===== src/rtl/fetch_sequencer_if.sv =====
// Bus between the fetch sequencer, the PC register, instruction memory and decode.
// The sequencer takes the master modport; the surrounding datapath takes slave.
interface fetch_sequencer_if;
  logic [31:0] currPC;
  logic        stall;
  logic        redirect_valid;
  logic [31:0] redirect_target;
  logic        halt_req;
  logic        resume;
  logic        imem_ready;
  logic        imem_req;
  logic        fetch_valid;
  logic [31:0] newPC;
  logic        pc_halt;
  logic [1:0]  state;
  logic        trap;

  modport master (
    input  currPC, stall, redirect_valid, redirect_target, halt_req, resume, imem_ready,
    output imem_req, fetch_valid, newPC, pc_halt, state, trap
  );

  modport slave (
    output currPC, stall, redirect_valid, redirect_target, halt_req, resume, imem_ready,
    input  imem_req, fetch_valid, newPC, pc_halt, state, trap
  );
endinterface


===== src/rtl/fetch_sequencer.sv =====
// RV32I fetch front-end: drives the PC register's next value and hold, and runs the
// imem request handshake. Define PC_MISALIGN_TRAP_EN to vector misaligned redirects.
module fetch_sequencer #(
  parameter logic [31:0] RESET_PC = 32'h0000_0000
`ifdef PC_MISALIGN_TRAP_EN
  , parameter logic [31:0] TRAP_VEC = 32'h0000_0100
`endif
) (
  input logic              clk,
  input logic              reset,
  fetch_sequencer_if.master bus_io
);

  typedef enum logic [1:0] {
    StBoot   = 2'd0,
    StFetch  = 2'd1,
    StHalted = 2'd2
  } state_e;

  state_e      state_q, state_d;
  logic        req_out_q, req_out_d;
  logic        redir_pend_q, redir_pend_d;
  logic        halt_pend_q, halt_pend_d;
  logic [31:0] redir_q, redir_d;

  logic        imem_req, fetch_valid, pc_halt, trap;
  logic [31:0] new_pc;
  logic        issue, complete, halt_eff;

  // Bit 32 flags a trap; bits 31:0 are the address actually loaded into the PC.
  function automatic logic [32:0] apply_redirect(input logic [31:0] tgt);
`ifdef PC_MISALIGN_TRAP_EN
    if (tgt[1:0] != 2'b00) return {1'b1, TRAP_VEC};
    return {1'b0, tgt};
`else
    return {1'b0, tgt & 32'hFFFF_FFFC};
`endif
  endfunction

  always_comb begin
    state_d      = state_q;
    req_out_d    = req_out_q;
    redir_pend_d = redir_pend_q;
    halt_pend_d  = halt_pend_q;
    redir_d      = redir_q;
    imem_req     = 1'b0;
    fetch_valid  = 1'b0;
    pc_halt      = 1'b1;
    trap         = 1'b0;
    new_pc       = bus_io.currPC;
    issue        = 1'b0;
    complete     = 1'b0;
    halt_eff     = 1'b0;

    unique case (state_q)
      StBoot: begin
        new_pc  = RESET_PC;
        pc_halt = reset;
        state_d = StFetch;
      end

      StFetch: begin
        issue    = req_out_q | ~bus_io.stall;
        complete = issue & bus_io.imem_ready;
        halt_eff = bus_io.halt_req | halt_pend_q;
        imem_req = issue;
        if (complete) begin
          pc_halt     = 1'b0;
          fetch_valid = ~(bus_io.redirect_valid | redir_pend_q | halt_eff);
          // A live redirect beats a pending one; a pending one beats sequential fetch.
          if (bus_io.redirect_valid) begin
            {trap, new_pc} = apply_redirect(bus_io.redirect_target);
          end else if (redir_pend_q) begin
            {trap, new_pc} = apply_redirect(redir_q);
          end else begin
            new_pc = bus_io.currPC + 32'd4;
          end
          req_out_d    = 1'b0;
          redir_pend_d = 1'b0;
          halt_pend_d  = 1'b0;
          if (halt_eff) state_d = StHalted;
        end else if (issue) begin
          req_out_d = 1'b1;
          // Oldest redirect wins while the request is still in flight.
          if (bus_io.redirect_valid && !redir_pend_q) begin
            redir_pend_d = 1'b1;
            redir_d      = bus_io.redirect_target;
          end
          if (bus_io.halt_req) halt_pend_d = 1'b1;
        end else begin
          if (bus_io.redirect_valid) begin
            pc_halt        = 1'b0;
            {trap, new_pc} = apply_redirect(bus_io.redirect_target);
          end
          if (bus_io.halt_req) state_d = StHalted;
        end
      end

      StHalted: begin
        if (bus_io.redirect_valid) begin
          pc_halt        = 1'b0;
          {trap, new_pc} = apply_redirect(bus_io.redirect_target);
        end
        if (bus_io.resume) state_d = StFetch;
      end

      default: state_d = StBoot;
    endcase
  end

  always_ff @(posedge clk or posedge reset) begin
    if (reset) begin
      state_q      <= StBoot;
      req_out_q    <= 1'b0;
      redir_pend_q <= 1'b0;
      halt_pend_q  <= 1'b0;
      redir_q      <= 32'h0;
    end else begin
      state_q      <= state_d;
      req_out_q    <= req_out_d;
      redir_pend_q <= redir_pend_d;
      halt_pend_q  <= halt_pend_d;
      redir_q      <= redir_d;
    end
  end

  assign bus_io.imem_req    = imem_req;
  assign bus_io.fetch_valid = fetch_valid;
  assign bus_io.newPC       = new_pc;
  assign bus_io.pc_halt     = pc_halt;
  assign bus_io.state       = state_q;
  assign bus_io.trap        = trap;

endmodule


===== src/flat_wrapper.sv =====
// flat-port wrapper written by rule: the top's interface ports become plain ports
module fetch_sequencer_flat 
#(
  parameter logic [31:0] RESET_PC = 32'h0000_0000

)
  (clk, reset, bus_io_currPC, bus_io_stall, bus_io_redirect_valid, bus_io_redirect_target, bus_io_halt_req, bus_io_resume, bus_io_imem_ready, bus_io_imem_req, bus_io_fetch_valid, bus_io_newPC, bus_io_pc_halt, bus_io_state, bus_io_trap);
  fetch_sequencer_if bus_io_i ();
  input logic clk;
  input logic reset;
  input wire logic [$bits(bus_io_i.currPC)-1:0] bus_io_currPC;
  input wire logic [$bits(bus_io_i.stall)-1:0] bus_io_stall;
  input wire logic [$bits(bus_io_i.redirect_valid)-1:0] bus_io_redirect_valid;
  input wire logic [$bits(bus_io_i.redirect_target)-1:0] bus_io_redirect_target;
  input wire logic [$bits(bus_io_i.halt_req)-1:0] bus_io_halt_req;
  input wire logic [$bits(bus_io_i.resume)-1:0] bus_io_resume;
  input wire logic [$bits(bus_io_i.imem_ready)-1:0] bus_io_imem_ready;
  output wire logic [$bits(bus_io_i.imem_req)-1:0] bus_io_imem_req;
  output wire logic [$bits(bus_io_i.fetch_valid)-1:0] bus_io_fetch_valid;
  output wire logic [$bits(bus_io_i.newPC)-1:0] bus_io_newPC;
  output wire logic [$bits(bus_io_i.pc_halt)-1:0] bus_io_pc_halt;
  output wire logic [$bits(bus_io_i.state)-1:0] bus_io_state;
  output wire logic [$bits(bus_io_i.trap)-1:0] bus_io_trap;
  assign bus_io_i.currPC = bus_io_currPC;
  assign bus_io_i.stall = bus_io_stall;
  assign bus_io_i.redirect_valid = bus_io_redirect_valid;
  assign bus_io_i.redirect_target = bus_io_redirect_target;
  assign bus_io_i.halt_req = bus_io_halt_req;
  assign bus_io_i.resume = bus_io_resume;
  assign bus_io_i.imem_ready = bus_io_imem_ready;
  assign bus_io_imem_req = bus_io_i.imem_req;
  assign bus_io_fetch_valid = bus_io_i.fetch_valid;
  assign bus_io_newPC = bus_io_i.newPC;
  assign bus_io_pc_halt = bus_io_i.pc_halt;
  assign bus_io_state = bus_io_i.state;
  assign bus_io_trap = bus_io_i.trap;
  fetch_sequencer #(.RESET_PC(RESET_PC)) u_core (.clk(clk), .reset(reset), .bus_io(bus_io_i));
endmodule

===== config.mk =====
export PLATFORM = sky130hd
export DESIGN_NAME = fetch_sequencer_flat
export DESIGN_NICKNAME = d
export VERILOG_FILES = /design/src/rtl/fetch_sequencer_if.sv /design/src/rtl/fetch_sequencer.sv /design/src/flat_wrapper.sv
export SDC_FILE = /design/constraint.sdc
export NUM_CORES = 1
export LEC_CHECK = 0
export CAP_MARGIN = 30
export CORE_ASPECT_RATIO = 0.9
export CORE_MARGIN = 2
export CORE_UTILIZATION = 54
export CTS_CLUSTER_SIZE = 8
export DETAILED_ROUTE_END_ITERATION = 10
export PLACE_DENSITY_LB_ADDON = 0.15
export SLEW_MARGIN = 5
export SYNTH_ARGS = -nofsm -noshare
export SYNTH_HDL_FRONTEND = slang
export SYNTH_SLANG_ARGS = --single-unit

===== constraint.sdc =====
create_clock -name clk -period 7.5 [get_ports clk]
set_input_delay 1.5 -clock clk [delete_from_list [all_inputs] [get_ports clk]]
set_output_delay 1.5 -clock clk [all_outputs]
set_load 0.05 [all_outputs]

# == Yosys cells after proc, flatten, opt, wreduce, memory -nomap -nowiden ==
# Index checks and enable logic that the tools add are counted.
# classes
add_sub_neg,1
eq_ne,6
muxes,27
n_bitwise,8
n_reduce_logical,11
# ops
operator,count
32-bit 2-to-1 mux,5
32-bit case mux with 3 select lines,1
"32-bit by 3-bit adder with 32-bit output, second input constant",1
1-bit 2-to-1 mux,14
2-bit 2-to-1 mux,5
4-bit AND reduction,2
"3-bit inequality test, second input constant",2
2-bit case mux with 3 select lines,1
3-bit AND reduction,2
2-bit nonzero test,3
1-bit OR,4
"3-bit by 2-bit inequality test with 1-bit output, second input constant",1
1-bit NOT,3
1-bit case mux with 3 select lines,1
"2-bit by 1-bit equality test with 1-bit output, second input constant",1
"2-bit equality test, second input constant",1
2-bit zero test,1
"2-bit inequality test, second input constant",1
2-bit AND reduction,1
1-bit bitwise AND,1
1-bit logical AND,1
1-bit zero test,1
# totals
ff_bits,37
input_bits,71
out_inout_bits,38
wordCells,58

# == Depth between registers and ports, before layout ==
# depth
depth_word,5
ltp_mapped,8
mapped_depth_nobuf,6

# == Least setup slack after synthesis ==
# OpenSTA, ideal clock, no wires.
# synth_timing
path_kind,input to output
start,in bus_io_currPC[10]
end,out bus_io_newPC[18]
arrival_ps,3855
t_required_ps,6000
setup_slack_ps,2145
cell_stages,6
n_path_buf,1
cell_sequence,buf_2 nand4_1 nor4_4 a21oi_1 o21a_1 o31ai_1
# synth_between
elab_chain_cells,5
# synth_rtl
item,line_no,text
"start, declared",flat_wrapper.sv:11,input wire logic [$bits(bus_io_i.currPC)-1:0] bus_io_currPC;
32-bit by 3-bit adder with 32-bit output,fetch_sequencer.sv:76,new_pc = bus_io.currPC + 32'd4;
32-bit 2-to-1 mux,fetch_sequencer.sv:73,end else if (redir_pend_q) begin
32-bit 2-to-1 mux,fetch_sequencer.sv:71,if (bus_io.redirect_valid) begin
32-bit 2-to-1 mux,fetch_sequencer.sv:67,if (complete) begin
32-bit case mux with 3 select lines,fetch_sequencer.sv:55,unique case (state_q)
"end, declared",flat_wrapper.sv:20,output wire logic [$bits(bus_io_i.newPC)-1:0] bus_io_newPC;
# Every way passes these cells.

# == Final worst setup path ==
# layout_timing
start,in bus_io_stall
end,out bus_io_newPC[14]
# layout_between
elab_chain_cells,5
word_cells_on_any_way,6
cone_classes,mux: 3; bitwise: 3
# layout_rtl
item,line_no,text
"start, declared",flat_wrapper.sv:12,input wire logic [$bits(bus_io_i.stall)-1:0] bus_io_stall;
1-bit NOT *,fetch_sequencer.sv:63,issue = req_out_q | ~bus_io.stall;
1-bit OR *,fetch_sequencer.sv:63,
32-bit 2-to-1 mux or 1-bit bitwise AND (tied branches),"fetch_sequencer.sv:82, fetch_sequencer.sv:64",
32-bit 2-to-1 mux *,fetch_sequencer.sv:67,
32-bit case mux with 3 select lines *,fetch_sequencer.sv:55,
# Mark *: on every way between the ends. The rest lies on a longest branch, timed or not.

==> run_results.csv <==
group,metric,value,unit
status,outcome,"complete, no violations",
sta,maxSlewViolCount,0,
detailed_routing,antenna_left,0,
floorplanning,chipHeight,87.2,um
layout,fin_nets,677,
flow_run,max-cap-violations,0,
floorplanning,die_w,96.4,um
cts,h-tree-depth,2,
power,combPwrFrac,0.756,
yosys,synth_area,4150,um2
cts,path_clk_slew,0.08,ns
global_route,antenna_found_initial,0,
cts,clk_path_buf_depth,2,
sta,finClkSkew,0.00651,ns
power,switching_share,0.555,
yosys,synthTopCellsByArea,"dfrtp_1 (21%), mux2_2 (11%), o21ai_0 (5.3%)",
layout,post-route-util,0.701,
yosys,synthArstFlopShare,1.00,
global_route,grt_pass1_vias,4592,
cts,cts_resized,0,
yosys,yosysWarningCount,0,
cts,cts_hold_buffers,0,
place,dp_slack,1.28,ns
cts,cts_buffers,5,
sta,slew_headroom,0.381,
global_route,grt_usage,0.349,
detailed_routing,routedWlPerCell,21.2,um
cts,cts_tree,"yes",
place,gp_congestion,0.895,
worst_setup_path,cp_max_fo,12,
place,dp_cells,694,
layout,finish.instance_area,5260,um2
worst_setup_path,crit_arrival,4.85,ns
yosys,postSynthRegisterBits,35,
yosys,synth_cells,530,
detailed_routing,drt_first_pass_iters,5,
power,irDropWorstVdd,0.253,mV
yosys,synth.distinct_cells,68,
floorplanning,die_area,8400,um2
floorplanning,coreArea,7510,um2
sta,setup_viol,0,
floorplanning,num_rows,30,
layout,layout-drive-gt1-share,0.127,
sta,worst_pin_slew,0.926,ns
yosys,yosysTopAreaCell,"dfrtp_1",
worst_setup_path,crit_top_cell,"clkdlybuf4s50_1",
worst_setup_path,crit_type,"input pin to output pin",
power,p_int,898,uW
sta,fin_tns_setup,0,ns
sta,period_minus_slack,6.35,ns
power,switching_power,1120,uW
sta,finalCritPeriodShare,0.847,
layout,num-fill-cells,612,
place,hpwl,10100,um
worst_setup_path,end_kind,"output pin",
yosys,synth_edf_count,0,
yosys,yosysSeqAreaShare,0.211,
worst_setup_path,cp.required,6.00,ns
cts,cts-root-buf,"clkbuf_8",
power,power_density,384,nW/um2
sta,fmax,157,MHz
worst_setup_path,startpoint_type,"input pin",
layout,multi_input_area,2970,um2
yosys,synth_top_area_share,0.211,
power,power.leakage,0.00200,uW
layout,stdcell_count,702,
global_route,grt_max_degree,41,
cts,numClockSinks,35,
yosys,synthesis.nets,602,
worst_setup_path,cp_slowest_stage_delay,0.85,ns
layout,antennaDiodeCount,0,
detailed_routing,wl,14900,um
floorplanning,start_util,0.553,
place,dpl-instance-area,5180,um2
layout,area_growth,26.8,%
floorplanning,ios,109,
detailed_routing,vias_per_cell,7.00,
cts,post_cts_buffers,0,
global_route,grt_pass1_wl,22800,um
layout,seq_area,876,um2
sta,hold_viol,0,
power,seq_power_share,0.172,
detailed_routing,first_iter_violations,671,
worst_setup_path,path_cells,"clkdlybuf4s50_1, nor2b_1, o21ai_1, buf_6, o21ai_0, o22ai_1, a31oi_1, clkdlybuf4s50_1",
sta,rsz0062_at_grt,"no",
global_route,overflow,0,
power,clkPwrFrac,0.072,
yosys,syn_area_per_cell,7.83,um2
cts,insertion_delay,0.31,ns
yosys,synth_ff_type,"dfrtp_1",
detailed_routing,drc,0,
sta,worst_slack,1.15,ns
worst_setup_path,critPathSlowestCell,"clkdlybuf4s50_1",
detailed_routing,vias,4917,
place,io_buffers,105,
min_path,hold_class,"flip-flop to flip-flop",
final cells by class:
class                           count  area share
Tap cell                           96      0.0228
Clock inverter                      1    0.000951
Multi-Input combinational cell    428       0.565
Clock buffer                        7      0.0145
Sequential cell                    35       0.166
Timing Repair Buffer              119       0.219
Inverter                           16      0.0114
final timing paths:
| path | endpoint | slack, ns | start | depth (start not counted) |
|---|---|---|---|---|
| setup / recovery | bus_io_newPC[14] | 1.15 | bus_io_stall | 8 |
| hold / removal | u_core.redir_q[11] | 0.51 | u_core.redir_q[11] | 1 |
| setup reg to reg | u_core.redir_q[15] | 4.31 | u_core.bus_io.state[1] | 7 |
| hold reg to reg | u_core.redir_q[11] | 0.51 | u_core.redir_q[11] | 1 |
| max in group asynchronous | u_core.halt_pend_q | 5.50 | reset | 3 |
| min in group asynchronous | u_core.redir_q[3] | 1.65 | reset | 3 |
layer usage:
metal	global-route usage	routed length (um)	vias up
li1	-	-	2206
met1	0.464	6000	2297
met2	0.564	6800	368
met3	0.0641	1740	46
met4	0.132	331	0
met5	0	0	-
through the flow:
stage	total power [uW]	hold slack (ns)
3_3_place_gp	1810	0.483
4_1_cts	1990	0.509
6_report	2020	0.507
3_5_place_dp	1850	0.491
2_1_floorplan	1380	0.472
5_1_grt	2110	0.513
cells in the mapped netlist, types with 5 or more instances:
library cell,instances
o21ai_0,44
nand4_1,14
nor3_1,7
buf_2,18
o22ai_1,23
a31oi_1,7
mux2_2,40
and3_1,8
o21a_1,11
a21oi_1,39
o211ai_1,8
o221ai_1,9
nor2_1,32
clkbuf_1,28
mux2i_1,17
and4_1,5
nand2_1,25
xnor2_1,6
a22oi_1,7
dfrtp_1,35
nand3_1,18
a221oi_1,6
nor2b_1,9
and2_1,5
inv_1,14
a211oi_1,11
nand2b_1,11
placed cells by master (no fill, tap or decap), drive strengths merged, types with 7 or more instances in the layout:
cell	synthesis	final
o21ai	45	45
and4	7	7
nand4	14	14
o211ai	8	8
buf	23	17
nand2	25	25
a21oi	39	39
dfrtp	35	35
nand2b	11	11
o21a	11	11
inv	14	13
nor2	32	32
nand3	18	18
nor2b	9	9
a31oi	7	7
a211oi	11	11
nor3	8	8
and3	10	10
mux2	40	40
o22ai	23	23
mux2i	17	17
clkbuf	28	7
clkdlybuf4s50	0	102
o221ai	9	9
a22oi	7	7
sequential cells by signal, summed over array words and instances (netlist names):
| name | count |
|---|---|
| u_core.bus_io.state | 2 |
| u_core.halt_pend_q | 1 |
| u_core.redir_pend_q | 1 |
| u_core.redir_q | 30 |
| u_core.req_out_q | 1 |
logic make-up (layout without fill, tap and decap cells):
logic type,after synthesis,count (layout),synth area share
compound gates,203,203,0.326
simple gates,157,157,0.217
buf+inv,67,143,0.0742
mux,57,57,0.150
flops,35,35,0.211
xor+xnor,9,9,0.0190
fa+ha+maj,1,1,0.00302
other cells,1,1,0.000904
worst max-delay path, delay by kind of cell:
family	cells	cell delay, ns
and+or+nand+nor	1	0.75
AOI/OAI and AO/OA	4	0.94
buffers and inverters	3	1.64
power groups by stage:
stage | clock [uW] | combinational, uW | sequential [uW]
after floorplan | 0 | 1040 | 342
final | 145 | 1530 | 348
after detailed placement | 0 | 1500 | 348
after CTS | 146 | 1500 | 344
after global placement | 0 | 1470 | 341
after global routing | 151 | 1600 | 356
Power figures use the tool's default switching activity.
